### config.mk
export PLATFORM = sky130hd
export DESIGN_NAME = wb_commit_queue
export DESIGN_NICKNAME = d
export VERILOG_FILES = /design/src/rtl/wb_commit_queue.sv
export SDC_FILE = /design/constraint.sdc
export NUM_CORES = 1
export LEC_CHECK = 0
export CAP_MARGIN = 15
export CORE_MARGIN = 5
export CORE_UTILIZATION = 35
export CTS_CLUSTER_DIAMETER = 50
export DETAILED_ROUTE_END_ITERATION = 7
export PLACE_DENSITY = 0.51
export SYNTH_ARGS = -nofsm -noshare
export SYNTH_HDL_FRONTEND = slang
export SYNTH_SLANG_ARGS = --single-unit
### constraint.sdc
create_clock -name clk -period 3.27 [get_ports clk]
set_clock_uncertainty 0.1 [all_clocks]
set_input_delay 0.4905 -clock clk [delete_from_list [all_inputs] [get_ports clk]]
set_output_delay 0.4905 -clock clk [all_outputs]
set_load 0.05 [all_outputs]
### src/rtl/wb_commit_queue.sv
// wb_commit_queue
//
// Writeback commit queue between the writeback-stage result sources and the
// register file write port. Holds up to DEPTH register writes in program
// order and drains the oldest one into the register file each cycle unless
// writeback is stalled. A combinational lookup lets decode read values that
// are still waiting in the queue.
//
// Parameters
//   DEPTH  queue entries (power of two, 2..16)
//   CNTW   width of the occupancy count
//
// Ports
//   clk, rst              clock, asynchronous active-high reset
//   in_valid/in_ready     producer handshake for a write to commit
//   in_waddr, in_wdata    destination register and result value
//   stallW                writeback stalled, hold the head entry
//   we3, wa3, wd3         register file write port (head entry)
//   q_ra                  forwarding lookup address
//   q_hit, q_data         youngest pending write to q_ra
//   count, full, empty    occupancy status
//
// Handshake: a write transfers on every rising edge where in_valid and
// in_ready are both high. in_ready depends only on state (it is ~full), so a
// producer may hold in_valid and its payload until it sees in_ready.
//
// Optional feature: define WBQ_INPUT_FWD_EN to let the lookup also see the
// write being pushed this cycle, with priority over stored entries.

module wb_commit_queue #(
  parameter int DEPTH = 4,
  parameter int CNTW  = $clog2(DEPTH) + 1
) (
  input  logic            clk,
  input  logic            rst,
  input  logic            in_valid,
  output logic            in_ready,
  input  logic [4:0]      in_waddr,
  input  logic [31:0]     in_wdata,
  input  logic            stallW,
  output logic            we3,
  output logic [4:0]      wa3,
  output logic [31:0]     wd3,
  input  logic [4:0]      q_ra,
  output logic            q_hit,
  output logic [31:0]     q_data,
  output logic [CNTW-1:0] count,
  output logic            full,
  output logic            empty
);

  localparam int PW = $clog2(DEPTH);

  logic [4:0]      waddr_mem [DEPTH];
  logic [31:0]     wdata_mem [DEPTH];
  logic [PW-1:0]   head;
  logic [PW-1:0]   tail;
  logic [CNTW-1:0] count_q;

  logic            push;
  logic            store;
  logic            pop;
  logic [PW-1:0]   idx;

  assign full     = (count_q == CNTW'(DEPTH));
  assign empty    = (count_q == '0);
  assign count    = count_q;
  assign in_ready = ~full;

  // r0 writes complete the handshake but are dropped: the register file
  // ignores them anyway and they must never shadow a real value.
  assign push  = in_valid & in_ready;
  assign store = push & (in_waddr != 5'd0);
  assign pop   = ~empty & ~stallW;

  assign we3 = ~empty;
  assign wa3 = empty ? 5'd0  : waddr_mem[head];
  assign wd3 = empty ? 32'd0 : wdata_mem[head];

  always_ff @(posedge clk or posedge rst) begin
    if (rst) begin
      head    <= '0;
      tail    <= '0;
      count_q <= '0;
    end else begin
      if (store) tail <= tail + PW'(1);
      if (pop)   head <= head + PW'(1);
      if (store && !pop)      count_q <= count_q + CNTW'(1);
      else if (!store && pop) count_q <= count_q - CNTW'(1);
    end
  end

  // Payload storage needs no reset: nothing reads a slot before it is
  // written, because outputs and lookup are qualified by occupancy.
  always_ff @(posedge clk) begin
    if (store) begin
      waddr_mem[tail] <= in_waddr;
      wdata_mem[tail] <= in_wdata;
    end
  end

  // Walk entries oldest to youngest so the last match wins. The head entry
  // still counts even when it is draining this cycle, since the register
  // file only sees it at the coming edge.
  always_comb begin
    q_hit  = 1'b0;
    q_data = 32'd0;
    idx    = '0;
    for (int i = 0; i < DEPTH; i++) begin
      idx = head + PW'(i);
      if ((CNTW'(i) < count_q) && (q_ra != 5'd0) && (waddr_mem[idx] == q_ra)) begin
        q_hit  = 1'b1;
        q_data = wdata_mem[idx];
      end
    end
`ifdef WBQ_INPUT_FWD_EN
    if (push && (q_ra != 5'd0) && (in_waddr == q_ra)) begin
      q_hit  = 1'b1;
      q_data = in_wdata;
    end
`else
    // Incoming write becomes visible once stored, on the next cycle.
`endif
  end

endmodule

==> flow_metrics.env <==
export IMPL_path_common_cell="buf_12"
export IMPL_path_class="register to output port"
export IMPL_area_growth_pct=38.54
export IMPL_synth_flop_cell="edfxtp_1"
export IMPL_rsz0062_at_grt="true"
export IMPL_cts_root_buf="clkbuf_16"
export IMPL_hold_viol=0
export IMPL_tightest_slew_ps=665.2
export IMPL_htree_levels=4
export IMPL_initial_core_util_pct=35.24
export IMPL_clk_latency_ps=430
export IMPL_synth_top_cell_area_share_pct=41.45
export IMPL_min_path_type="primary input to async pin"
export IMPL_synth_common_cells="edfxtp_1 (148), mux2i_1 (135), nand2_1 (102)"
export IMPL_ys_warn_count=0
export IMPL_syn_cell_area_sq_um=10720
export IMPL_place_hpwl_microns=20780
export IMPL_worst_ep_required_time_ps=2680
export IMPL_ant_nets=0
export IMPL_ys_async_sr_fraction_pct=4.516
export IMPL_ys_types=40
export IMPL_grt_pass1_wl_microns=51400
export IMPL_violations="setup timing"
export IMPL_arrival_ps=3400
export IMPL_finalWorstSetupSlack_ps=-723.1
export IMPL_worstPathMaxFanout=8
export IMPL_die_h_microns=185.0
export IMPL_vias_per_cell=5.820
export IMPL_synth_avg_cell_area_sq_um=11.64
export IMPL_wl_per_cell_microns=23.06
export IMPL_start_kind="register"
export IMPL_seq_area_frac_synth_pct=43.08
export IMPL_critPathSlowestCell="dfrtp_4"
export IMPL_diodes=0
export IMPL_cp_top_family="compound AO/OA/AOI/OAI gates"
export IMPL_n_fill_cell=2702
export IMPL_synth_edf_count=148
export IMPL_fp_row_count=64
export IMPL_place_gp_congestion=0.7794
export IMPL_chipWidth_microns=185.0
export IMPL_fin_crit_ps=3993
export IMPL_syn_nets=976
export IMPL_drc_errors=0
export IMPL_vias=8585
export IMPL_status="finished with violations"
export IMPL_clkSlewWorstSetupHoldPaths_ps=70
export IMPL_totalWireLength_microns=34020
export IMPL_portBuffers=122
export IMPL_cts_tree="built"
export IMPL_cts_buffers=17
export IMPL_maxSlewViolCount=0
export IMPL_reg2reg_from="count[0]"
export IMPL_final_layout_size_suffix_gt1_share_pct=36.98
export IMPL_critPathMaxStageDelay_ps=520
export IMPL_timing_fmax_mhz=250.4
export IMPL_fin_util_pct=48.82
export IMPL_synth_top_area_cell="edfxtp_1"
export IMPL_gr_total_overflow=0
export IMPL_slew_limit_headroom_pct=55.65
export IMPL_finalSetupViolations=33
export IMPL_path_cells="buf_12, buf_8, mux4_2, xor2_1, nor2_1, nand4_1, a211o_4, buf_12, o32ai_4, buf_12"
export IMPL_synth_seq_cells=155
export IMPL_holdWs_ps=189.1
export IMPL_core_area_sq_um=30430
export IMPL_grt_pass1_vias=8663
export IMPL_clockBufferDepth=2
export IMPL_cp_end_kind="output port"
export IMPL_ios=123
export IMPL_dr_pass1_iters=5
export IMPL_synthCells=921
export IMPL_cts_sinks=155
export IMPL_antenna_found_initial=2
export IMPL_max_cap_viol_count=0
export IMPL_critPathBufInv=4
export IMPL_nNetsFinal=1121
export IMPL_drtIter0Drc=580
export IMPL_cts_hold_buf=0
export IMPL_synth_area_leaders="edfxtp_1 (41%), mux2i_1 (13%), mux2_2 (6.7%)"
export IMPL_grt_usage_pct=19.62
export IMPL_critPathLaunch="head[0]"
export IMPL_die_area_sq_um=34240
export IMPL_synth_most_common_cell="edfxtp_1"
export IMPL_grt_max_degree=77
export IMPL_post_route_period_util_pct=122.1
[logic make-up after synthesis]
kind of cell	Yosys count	share of synthesized area [%]
compound gates	234	19.05
xor+xnor	27	2.205
fa+ha+maj	9	1.050
buf+inv	114	4.539
flops	155	43.08
mux	216	22.89
simple gates	166	7.176
[per-stage QoR]
step / cells / cell area [sq um] / setup TNS [ps] / setup slack [ps]
5_1_grt: 1475 / 14860 / -25440 / -815.6
6_report: 1475 / 14860 / -21240 / -723.1
2_1_floorplan: 921 / 11150 / -2262 / -143.0
4_1_cts: 1474 / 14670 / -20970 / -673.7
3_3_place_gp: 1426 / 13500 / -10790 / -364.8
3_5_place_dp: 1426 / 13500 / -10710 / -414.1
[what timing repair did]
item,4_1_cts,5_1_grt
hold endpoints to repair,0,0
setup buffers,14,0
gates resized for setup,66,28
pin swaps,24,7
cloned,3,1
setup endpoints to repair,57,49
[path summary, 6_finish.rpt]
kind                       slack [ps]              end  depth (start not counted)
max in group asynchronous        2640          head[1]                          2
min in group clk                  540         count[1]                          3
min reg2reg                       540         count[1]                          3
max                              -720        q_data[1]                         10
max reg2reg                       860  wdata_mem[1][1]                          6
min                               190         count[0]                          2
[worst reg2reg max path, stage by stage, from the launching register on]
cell     delay [ps]
dfrtp_1         450
inv_1           110
ha_1            210
nand2_1         100
o311a_1         340
and2_2          460
buf_12          300
[flip-flops by register name (all words and copies together) (netlist names)]
signal / count
head: 2
tail: 2
wdata_mem: 128
count: 3
waddr_mem: 20
[placed cells by master (no fill, tap or decap), types with 12 or more instances in the layout]
master	instances
clkbuf_16	18
clkdlybuf4s50_1	50
o41ai_1	50
and3_1	31
edfxtp_1	148
buf_12	52
mux4_2	17
o21bai_1	31
a31oi_2	20
mux2_2	64
o31ai_1	32
o41ai_2	12
nand2_1	101
a31oi_1	39
buf_4	110
mux2i_1	128
o32ai_4	31
[cell type report]
| cell class | count | area [sq um] | share of cell area [%] |
|---|---|---|---|
| Clock buffer | 17 | 425.4 | 2.864 |
| Inverter | 9 | 36.28 | 0.2443 |
| Sequential cell | 155 | 4628 | 31.15 |
| Multi-Input combinational cell | 652 | 6476 | 43.59 |
| Clock inverter | 15 | 137.6 | 0.9265 |
| Tap cell | 396 | 495.5 | 3.335 |
| Timing Repair Buffer | 231 | 2656 | 17.88 |
[per-layer routing]
layer  share of wire, %  wire, microns  track usage [%]  vias to the layer above
li1                   -              -                -                     3988
met1                 43          14600            25.33                     4309
met2                 51          17280            34.21                      246
met3                4.6           1567            3.005                       40
met4                1.6            561            5.666                        2
met5              0.038             13                0                        -
Power is not shown: default switching activity piles up to over one toggle a cycle in this logic, so the estimate is an artifact.
